`src/rtl/uart_rx.sv`:
```
// ---------------------------------------------------------------------------
// uart_rx
//
// Parametrised asynchronous serial receiver. Samples an idle-high serial
// line through a 2-flop synchroniser, validates the start bit at mid-bit,
// shifts in DATA_BITS data bits LSB-first, optionally checks a parity bit,
// checks the stop bit and presents the received word with a one-cycle strobe.
//
// Optional feature macro:
//   UART_RX_PARITY_EN  - when defined, a parity bit follows the data bits
//                        (even when PARITY_ODD=0, odd when PARITY_ODD=1) and
//                        parity_err is live. When undefined, the frame has
//                        no parity bit, parity_err is tied to 0 and
//                        PARITY_ODD has no effect.
//
// Parameters:
//   DATA_BITS     data bits per frame (5..9)
//   CLKS_PER_BIT  clk cycles per bit period (>= 4)
//   PARITY_ODD    0 = even parity, 1 = odd parity
//
// Ports:
//   clk         single clock, all logic on the rising edge
//   rst_n       asynchronous active-low reset
//   in          serial line, idle high, asynchronous to clk
//   out         last received word, holds until the next frame completes
//   valid       one-cycle strobe when out/frame_err/parity_err update
//   frame_err   stop bit sampled low (qualified by valid, held until next)
//   parity_err  parity mismatch (qualified by valid, held until next)
//   busy        high in any state other than IDLE
//   dbg_state   current FSM state encoding, for checkers
//
// Handshake: valid is a pure strobe with no ready. The consumer must capture
// out/frame_err/parity_err in the cycle valid is high (they also hold until
// the next strobe, roughly one frame time later).
// ---------------------------------------------------------------------------
module uart_rx #(
    parameter int DATA_BITS    = 8,
    parameter int CLKS_PER_BIT = 16,
    parameter int PARITY_ODD   = 0
) (
    input  logic                 clk,
    input  logic                 rst_n,
    input  logic                 in,
    output logic [DATA_BITS-1:0] out,
    output logic                 valid,
    output logic                 frame_err,
    output logic                 parity_err,
    output logic                 busy,
    output logic [2:0]           dbg_state
);

    localparam int CW = $clog2(CLKS_PER_BIT);
    localparam int IW = $clog2(DATA_BITS);

    // Sample points: mid start bit after H cycles, then every full period.
    localparam logic [CW-1:0] HALF_M1  = CW'(CLKS_PER_BIT / 2 - 1);
    localparam logic [CW-1:0] FULL_M1  = CW'(CLKS_PER_BIT - 1);
    localparam logic [IW-1:0] LAST_IDX = IW'(DATA_BITS - 1);

    typedef enum logic [2:0] {
        S_IDLE   = 3'd0,
        S_START  = 3'd1,
        S_DATA   = 3'd2,
        S_PARITY = 3'd3,
        S_STOP   = 3'd4,
        S_BREAK  = 3'd5
    } state_t;

    state_t                state;
    state_t                state_next;

    logic                  sync1;
    logic                  rx_s;
    logic [CW-1:0]         cnt;
    logic [IW-1:0]         idx;
    logic [DATA_BITS-1:0]  shreg;
    logic                  half_hit;
    logic                  full_hit;
    logic                  stop_done;

    // -----------------------------------------------------------------------
    // Synchroniser. Resets to 1 so a reset release never looks like a start.
    // -----------------------------------------------------------------------
    always_ff @(posedge clk or negedge rst_n) begin
        if (!rst_n) begin
            sync1 <= 1'b1;
            rx_s  <= 1'b1;
        end else begin
            sync1 <= in;
            rx_s  <= sync1;
        end
    end

    assign half_hit  = (cnt == HALF_M1);
    assign full_hit  = (cnt == FULL_M1);
    assign stop_done = (state == S_STOP) && full_hit;

    // -----------------------------------------------------------------------
    // FSM state register
    // -----------------------------------------------------------------------
    always_ff @(posedge clk or negedge rst_n) begin
        if (!rst_n) begin
            state <= S_IDLE;
        end else begin
            state <= state_next;
        end
    end

    // -----------------------------------------------------------------------
    // FSM next-state logic
    // -----------------------------------------------------------------------
    always_comb begin
        state_next = state;
        case (state)
            S_IDLE: begin
                if (!rx_s) begin
                    state_next = S_START;
                end
            end
            S_START: begin
                // A line that is high again at mid start bit was a glitch.
                if (half_hit) begin
                    state_next = rx_s ? S_IDLE : S_DATA;
                end
            end
            S_DATA: begin
                if (full_hit && (idx == LAST_IDX)) begin
`ifdef UART_RX_PARITY_EN
                    state_next = S_PARITY;
`else
                    state_next = S_STOP;
`endif
                end
            end
            S_PARITY: begin
                if (full_hit) begin
                    state_next = S_STOP;
                end
            end
            S_STOP: begin
                // A low stop bit may be a break; wait for the line to recover
                // so the held-low line is not mistaken for a new start bit.
                if (full_hit) begin
                    state_next = rx_s ? S_IDLE : S_BREAK;
                end
            end
            S_BREAK: begin
                if (rx_s) begin
                    state_next = S_IDLE;
                end
            end
            default: begin
                state_next = S_IDLE;
            end
        endcase
    end

    // -----------------------------------------------------------------------
    // Bit-period counter: wraps to 0 at every sample point.
    // -----------------------------------------------------------------------
    always_ff @(posedge clk or negedge rst_n) begin
        if (!rst_n) begin
            cnt <= '0;
        end else begin
            case (state)
                S_START: begin
                    cnt <= half_hit ? '0 : cnt + CW'(1);
                end
                S_DATA, S_PARITY, S_STOP: begin
                    cnt <= full_hit ? '0 : cnt + CW'(1);
                end
                default: begin
                    cnt <= '0;
                end
            endcase
        end
    end

    // -----------------------------------------------------------------------
    // Data shift register and bit index. Bits enter at the MSB and move
    // down, so after DATA_BITS samples the first (LSB) bit sits at bit 0.
    // -----------------------------------------------------------------------
    always_ff @(posedge clk or negedge rst_n) begin
        if (!rst_n) begin
            idx   <= '0;
            shreg <= '0;
        end else begin
            if (state == S_START) begin
                idx <= '0;
            end else if ((state == S_DATA) && full_hit) begin
                idx   <= idx + IW'(1);
                shreg <= {rx_s, shreg[DATA_BITS-1:1]};
            end
        end
    end

    // -----------------------------------------------------------------------
    // Output word, strobe and framing status, all loaded on the stop sample.
    // -----------------------------------------------------------------------
    always_ff @(posedge clk or negedge rst_n) begin
        if (!rst_n) begin
            out       <= '0;
            valid     <= 1'b0;
            frame_err <= 1'b0;
        end else begin
            valid <= stop_done;
            if (stop_done) begin
                out       <= shreg;
                frame_err <= ~rx_s;
            end
        end
    end

`ifdef UART_RX_PARITY_EN
    // Parity bit is captured in PARITY and judged together with the data
    // at the stop sample, so parity_err updates in step with valid.
    logic par_bit;

    always_ff @(posedge clk or negedge rst_n) begin
        if (!rst_n) begin
            par_bit    <= 1'b0;
            parity_err <= 1'b0;
        end else begin
            if ((state == S_PARITY) && full_hit) begin
                par_bit <= rx_s;
            end
            if (stop_done) begin
                parity_err <= ((^shreg) ^ par_bit) != 1'(PARITY_ODD);
            end
        end
    end
`else
    // Without a parity bit there is nothing to check; PARITY_ODD is inert.
    logic unused_parity_odd;
    assign unused_parity_odd = (PARITY_ODD != 0);
    assign parity_err        = 1'b0;
`endif

    assign busy      = (state != S_IDLE);
    assign dbg_state = state;

endmodule
```
`config.mk`:
```
export PLATFORM = sky130hd
export DESIGN_NAME = uart_rx
export DESIGN_NICKNAME = d
export VERILOG_FILES = /design/src/rtl/uart_rx.sv
export SDC_FILE = /design/constraint.sdc
export NUM_CORES = 1
export LEC_CHECK = 0
export CORE_AREA = 2 2 55 57
export DETAILED_ROUTE_END_ITERATION = 8
export DIE_AREA = 0 0 57 59
export GPL_ROUTABILITY_DRIVEN = 0
export PLACE_DENSITY = 0.8
export SYNTH_ARGS = -nofsm -noshare
export SYNTH_HDL_FRONTEND = slang
export SYNTH_SLANG_ARGS = --single-unit
```
`constraint.sdc`:
```
create_clock -name clk -period 2.2 [get_ports clk]
set_input_delay 0.44 -clock clk [delete_from_list [all_inputs] [get_ports clk]]
set_output_delay 0.44 -clock clk [all_outputs]
set_load 0.01 [all_outputs]
```
Word-level counts from Yosys, hierarchy flattened
Index checks and enable logic that the tools add are counted.

word-level totals
  bits of input ports = 3
  bits in registers = 30
  word-level logic and storage cells = 50
  output and inout port bits = 15

cells by class
  $add $sub $neg = 2
  bitwise operators = 2
  equality and inequality tests = 14
  reductions and logical operators = 9
  multiplexer cells = 14

operators with widths
  kind                 count
  $mux 3               9
  $pmux 3 s6           1
  $ne 2x2->1 const B   6
  $eq 3x3->1 const B   3
  $mux 4               2
  $pmux 4 s2           1
  $eq 3x2->1 const B   2
  $reduce_and 6->1     1
  $add 4x1->4 const B  1
  $eq 4x3->1 const B   1
  $eq 4x4->1 const B   1
  $add 3x1->3 const B  1
  $eq 3x1->1 const B   1
  $logic_and 1x1->1    3
  $logic_not 3->1      1
  $reduce_bool 3->1    1
  $reduce_or 3->1      1
  $mux 2               1
  $not 1->1            2
  $reduce_and 2->1     1
  $reduce_bool 2->1    1

Logic depth before layout (Yosys ltp)
Gate-level depths: netlist (run 1).

  word-level depth = 4
  mapped depth = 5
  mapped depth without buffers = 5

Worst setup path before layout (run 1)
OpenSTA, ideal clock, no wires.

  kind = register to register
  start point = reg cnt[0]
  end point = reg shreg[0]
  period minus slack after synthesis = 1613 ps
  arrival = 1488 ps
  path slack = 587 ps
  path buffers = 1
  cell stages (with the launch flop) = 6
  cell sequence = dfrtp_1 ha_1 nand3_2 or3_1 buf_6 mux2_4

between the ends
  longest elaborated chain between the ends = 3

RTL lines
  what                               line  text
  from (decl)                        74    logic [CW-1:0] cnt;
  from (signal assigned)             167   cnt <= half_hit ? '0 : cnt + CW'(1);
  from (signal assigned)             170   cnt <= full_hit ? '0 : cnt + CW'(1);
  $eq 4x4->1                         95    assign full_hit = (cnt == FULL_M1);
  $logic_and 1x1->1                  190   end else if ((state == S_DATA) && full_hit) begin
  $reduce_and 2->1 (no source line)  -
  to (signal assigned)               192   shreg <= {rx_s, shreg[DATA_BITS-1:1]};
  to (decl)                          76    logic [DATA_BITS-1:0] shreg;

Every way passes these cells.
A chain may end at the register's enable or synchronous reset.

Final worst setup path (run 1)
  start point = reg state[0], in the netlist dbg_state[0]
  end point = out busy

between the ends
  longest elaborated chain between the ends = 1

RTL lines
  what                    line  text
  from (decl)             69    state_t state;
  from (signal assigned)  105   state <= state_next;
  $reduce_bool 3->1       239   assign busy = (state != S_IDLE);
  to (decl)               48    output logic busy,

Every way passes these cells.

==> metrics.txt, run 1 <==
vias per cell=5.534; WS Path Type=register to output port; first-pass GRT wire length=4008 µm; Leak=0.8061 nW; Seq/Total Area, Yosys=0.5361; Setup Total Neg Slack=0 ns; worst-path cell chain=nor2_2, nand2_1, clkdlybuf4s50_1; vias=902; fin crit period=2.028 ns; final-report setup violation count=0; Synth Area in XOR/XNOR=0.01247; max-cap violations=0; Post-CTS Hold Buffers=0; Initial Utilization=0.5185; Yosys cell types=37; GRT met3 Usage=0.04585; worst rel slew slack=0.6340; Final Hold Fails=0; largest net degree at the start of global routing=31; Worst Path Required=1.76 ns; sinks on the clock net=30; Worst Tran Pin Value=0.5490 ns; clock skew=0.005587 ns; status=complete, no violations; routed wire length=2325 µm; Finished Layout Cells=163; total track usage=0.1606; Layout Nets=137; Die ar.=3363 µm²; Rows=19; CTS max path bufs=2; H-Tree Depth=2; total power=1.464 mW; WL/cell=14.26 µm; syn_area_per_cell=12.55 µm²; met1 usage=0.1816; placed instance count=155; post-synthesis adder-cell area fraction=0.02671; Syn Nets=118; Max Fanout on Critical Path=6; pwr dens=885.8 nW/µm²; vias in the first global route=942; gr ovfl total=0; Highest Clock Rate=0.4932 GHz; Worst-Skew Late Latency=0.32 ns; max incr delay on CP=0.49 ns; n_diodes=0; fin util=0.6099; layout cells sized above 1=0.2727; simple-gate portion of the synthesized area=0.1167; CP Data Arrival Time=1.59 ns; final period utilization=0.9217; number of synthesized register bits=30; IO buf count=16; highest-delay cell along the critical path=clkdlybuf4s50_1; Post-Syn Instances=112; Area Overhead vs Synth=17.63%; initial antenna violation count=0; mux cell area share after synthesis=0.1781; Die X=57 µm; synth warn=0; RSZ-0062 raised after global routing=false; most frequent cells in the layout=dfrtp_1 (27), clkdlybuf4s50_1 (16), mux2_2 (8), mux2_4 (8), inv_1 (6); detailed-route DRC error count=0; Cell Area, Synth=1405 µm²; Root Buffer=clkbuf_4; CTS tree=done; Max IR drop VDD=758.7 µV; critical path endpoint category=output port; Antenna Nets Post-Route=0; # IOs=18; Die Span Y=59 µm; leading cell type in the layout, fill and taps excluded=dfrtp_1; detailed router's first-iteration violation count=22; Worst Hold Class=register to register; CTS clk-pin slew, worst paths=0.09 ns; core area=2710 µm²; complex-gate fraction of the synthesized area=0.08192; met2 Resource Use GR=0.2890; Post-DP HPWL=1706 µm; Pre-Repair DR Iteration Count=4; critical path startpoint category=register; gr busiest metal=met2; main combinational cell family by area after synthesis=multiplexers; Pins Over Slew Limit=0; clock buffer count from CTS=5
sequential cells by signal, summed over array words and instances (netlist names):
| name | count |
|---|---|
| cnt | 4 |
| dbg_state | 3 |
| frame_err | 1 |
| idx | 3 |
| out | 8 |
| rx_s | 1 |
| shreg | 8 |
| sync1 | 1 |
| valid | 1 |
cells in the mapped netlist:
master     number  area share
and3_2          1      0.0053
conb_1          1      0.0027
nand2b_1        1      0.0045
o211ai_1        1      0.0053
o221ai_1        1      0.0062
mux2_2          8       0.064
o2111a_1        1      0.0080
xor2_1          1      0.0062
dfstp_2         2       0.037
o31ai_1         1      0.0053
xnor2_1         1      0.0062
buf_4           1      0.0053
a32o_1          1      0.0071
a21boi_0        3       0.016
or4_1           1      0.0053
o21ai_0         4       0.014
dfrtp_1        28        0.50
nand2_1         5       0.013
nor2b_1         5       0.022
nand3_1         1      0.0036
buf_6           1      0.0080
and3_1          2      0.0089
buf_2           3       0.011
nand4b_1        1      0.0062
ha_1            3       0.027
mux2i_1         4       0.028
inv_1           6       0.016
and3b_2         1      0.0071
or3b_2          1      0.0062
o2111ai_1       1      0.0062
clkbuf_1        2      0.0053
a21oi_1         2      0.0071
or3_1           2      0.0089
mux2_4          8       0.085
o32ai_1         1      0.0062
nor2_1          4       0.011
nand3_2         2       0.014
final timing paths:
check                             start      endpoint  slack, ns  depth (start not counted)
hold reg to reg                   sync1          rx_s       0.36                          0
min in group asynchronous         rst_n  dbg_state[2]       0.50                          2
setup reg to reg                 cnt[0]      shreg[1]       0.31                          4
setup / recovery           dbg_state[0]          busy       0.17                          3
hold / removal                    sync1          rx_s       0.36                          0
max in group asynchronous         rst_n         sync1       1.38                          2
cells by family after synthesis:
| logic type | after synthesis |
|---|---|
| AOI/OAI and AO/OA | 16 |
| xor gates and xnor gates | 2 |
| adders and majority gates | 3 |
| buffers and inverters | 13 |
| DFF | 30 |
| muxes | 20 |
| other | 1 |
| and+or+nand+nor | 27 |
power breakdown:
part / switching (mW) / internal (mW) / total [mW]
clock network: 0.180 / 0.153 / 0.334
logic: 0.176 / 0.204 / 0.380
registers: 0.105 / 0.646 / 0.751
total: 0.461 / 1.00 / 1.46
cell type report:
type | count | area, µm²
Timing Repair Buffer | 19 | 182.7
Clock buffer | 6 | 51.30
Sequential cell | 30 | 754.5
Multi-Input combinational cell | 69 | 590.6
Inverter | 6 | 22.52
Fill cell | 219 | 1057
Clock inverter | 2 | 12.51
Tap cell | 31 | 38.79
worst max-delay path: cells and delay by family, from the launching register on:
kind                   cells  cell delay [ns]
buffers and inverters      1             0.49
DFF                        1             0.45
and+or+nand+nor            2             0.32
through the flow:
step | hold WS, ns | cell area (µm²) | setup WS [ns]
2_1_floorplan | 0.1444 | 1405 | 0.5873
3_3_place_gp | 0.3469 | 1585 | 0.3810
3_5_place_dp | 0.3479 | 1585 | 0.3349
4_1_cts | 0.3604 | 1649 | 0.08405
5_1_grt | 0.3643 | 1653 | 0.06299
6_report | 0.3583 | 1653 | 0.1723
metal layers:
layer / vias up / part of all wire
met1: 450 / 0.43
li1: 426 / -
met4: 0 / 0.0082
met2: 23 / 0.52
met3: 3 / 0.043
met5: - / 0
repair_timing:
action	CTS	global route
gates resized for setup	0	2
endpoints found under the setup margin	0	1
buffers inserted	0	0
Power figures use the tool's default switching activity.
==> inputs of run 2 (changes only) <==
--- a/config.mk
+++ b/config.mk
@@ -10,6 +10,7 @@
 export DIE_AREA = 0 0 57 59
 export GPL_ROUTABILITY_DRIVEN = 0
 export PLACE_DENSITY = 0.8
+export REMOVE_ABC_BUFFERS = 1
 export SYNTH_ARGS = -nofsm -noshare
 export SYNTH_HDL_FRONTEND = slang
 export SYNTH_SLANG_ARGS = --single-unit
==> run 2 against run 1 <==
  * Worst hold slack improved by 0.0035 ns
  * Register-to-register slack about the same
  * Clock power decreased by 8.7%
  * Sequential power is essentially flat
  * Design area down 0.76%
  * Wire length up 3.6%
  * Die area unchanged
  * Sequential share of layout area rose by 0.35 points
  * Global-route usage up 0.80 points
  * Via count up 1.2%
  * Critical endpoint unchanged
  * Largest cell class unchanged
  * Largest power group unchanged
==> metrics.txt, run 2 (synthesis gave the netlist of run 1 again) <==
initial antenna violation count=0 (unchanged); multi-input logic area=590.6 µm² (unchanged); Final Hold Fails=0 (unchanged); Clk pwr share=0.212 (-0.016); Finished Layout Cells=163 (unchanged); Filler Cell Count=234 (+6.8%); most frequent cells in the layout=dfrtp_1 (27), clkdlybuf4s50_1 (16), mux2_2 (8), mux2_4 (8), inv_1 (6); gr busiest metal=met2; critical path startpoint category=register; Die Span Y=59 µm (unchanged); Post-CTS Hold Buffers=0 (unchanged); Pre-Repair DR Iteration Count=4 (unchanged); fin crit period=2.069 ns (+0.04108 ns); Sw Share=0.3234 (+0.008838); Worst Hold Class=register to register; Leak=0.8039 nW (-0.28%); Max IR drop VDD=703.4 µV (-7.3%); Initial Utilization=0.5185 (unchanged); Crit path max-delay family=buffers and inverters; Die X=57 µm (unchanged); final period utilization=0.9404 (+0.01867); vias in the first global route=935 (-0.74%); worst-path cell chain=nor2_2, nand2_1, clkdlybuf4s50_1; met1 usage=0.2003 (+0.01873); Highest Clock Rate=0.4834 GHz (-2.0%); CTS clk-pin slew, worst paths=0.09 ns (about the same); critical path endpoint category=output port; sinks on the clock net=30 (unchanged); max-cap violations=0 (unchanged); WS Path Type=register to output port; Internal=973.2 µW (-3.0%); detailed router's first-iteration violation count=19 (-14%); # resized after CTS=0 (unchanged); Layout Nets=137 (unchanged); Antenna Nets Post-Route=0 (unchanged); layout cells sized above 1=0.2652 (-0.007576); IO buf count=16 (unchanged); Post-DP HPWL=1676 µm (-1.8%); H-Tree Depth=2 (unchanged); P_sw=465.2 µW (+1.0%); pwr dens=876.9 nW/µm² (-1.0%); highest-delay cell along the critical path=clkdlybuf4s50_1; GRT met3 Usage=0.06550 (+0.01965); Hold WS=0.3618 ns (+0.003514 ns); CP Data Arrival Time=1.63 ns (+0.04 ns); n_diodes=0 (unchanged); RSZ-0062 raised after global routing=false; # IOs=18 (unchanged); routed wire length=2408 µm (+3.6%); fin util=0.6053 (-0.004617); Pins Over Slew Limit=0 (unchanged); vias per cell=5.601 (+1.2%); status=complete, no violations; CTS max path bufs=2 (unchanged); Setup Total Neg Slack=0 ns (unchanged); FF/Latch Area=754.5 µm² (unchanged); worst rel slew slack=0.6160 (-0.01803); Rows=19 (unchanged); placed instance count=155 (unchanged); first-pass GRT wire length=4146 µm (+3.4%); final setup margin=0.1312 ns (-0.04108 ns); Worst Tran Pin Value=0.5761 ns (+0.02704 ns); leading cell type in the layout, fill and taps excluded=dfrtp_1; gr ovfl total=0 (unchanged); final-report setup violation count=0 (unchanged); postcts setup bufs=0 (unchanged); vias=913 (+1.2%); Worst Path Required=1.76 ns (about the same); sequential share of power=0.521 (+0.008); Buf+Inv Stages, Crit Path=1 (unchanged); logic gate share of total power=0.267 (+0.008); Root Buffer=clkbuf_4; detailed-route DRC error count=0 (unchanged); CTS tree=done; Largest regs=out (8), shreg (8), cnt (4); clock buffer count from CTS=5 (unchanged); met2 Resource Use GR=0.2660 (-0.02299); Die ar.=3363 µm² (unchanged); Worst-Skew Late Latency=0.33 ns (about the same); clock skew=0.009428 ns (+0.003841 ns); total track usage=0.1685 (+0.007964); Area Overhead vs Synth=16.74%; largest net degree at the start of global routing=31 (unchanged); max incr delay on CP=0.49 ns (about the same); Post-Place Setup Slack=0.3011 ns (-0.03379 ns); Max Fanout on Critical Path=8 (+2); WL/cell=14.77 µm (+3.6%); core area=2710 µm² (unchanged)
## run 2: cell count changes in the layout (fill, tap and decap cells not counted), sizes merged
cell,before,now
clkinv,1,2
clkinvlp,1,0
## run 2: through the flow
step	cell area, µm²	total power, mW
2_1_floorplan	1364	1.018
3_3_place_gp	1585	1.119
3_5_place_dp	1585	1.145
4_1_cts	1637	1.461
5_1_grt	1640	1.547
6_report	1640	1.438
## run 2: area by class of cell
cell class,count,area share
well taps,31,0.02365
multi-input cells,69,0.3600
flip-flops and latches,30,0.4600
clock buffers,6,0.02517
repair buffers,19,0.1114
clock inverters,2,0.006102
inverters,6,0.01373
## run 2: final timing paths
check / depth (start not counted) / end / startpoint / slack (ns)
min in group asynchronous: 2 / out[2] / rst_n / 0.48
worst max-delay path: 3 / busy / dbg_state[1] / 0.13
max in group asynchronous: 2 / sync1 / rst_n / 1.40
worst max register to register: 4 / shreg[1] / cnt[0] / 0.30
worst min-delay path: 0 / rx_s / sync1 / 0.36
worst min register to register: 0 / rx_s / sync1 / 0.36
## run 2: power by group through the flow
| stage | logic, mW | clock network (mW) | registers [mW] |
|---|---|---|---|
| after global routing | 0.440 | 0.341 | 0.765 |
| after floorplan | 0.273 | 0 | 0.745 |
| after global placement | 0.372 | 0 | 0.747 |
| after CTS | 0.393 | 0.321 | 0.747 |
| after detailed placement | 0.390 | 0 | 0.755 |
| final | 0.384 | 0.305 | 0.749 |
## run 2: worst register-to-register path, stage by stage, from the launching register on
cell and delay [ns]:
dfrtp_1 0.38, ha_1 0.29, nand3_2 0.11, or3_1 0.62
mux2_4 0.39
## run 2: layer usage
layer	routed length [µm]	up-vias	share of wire
met3	148	5	0.061
met5	0	-	0
met2	1156	34	0.48
li1	-	429	-
met4	52	0	0.022
met1	1050	445	0.44
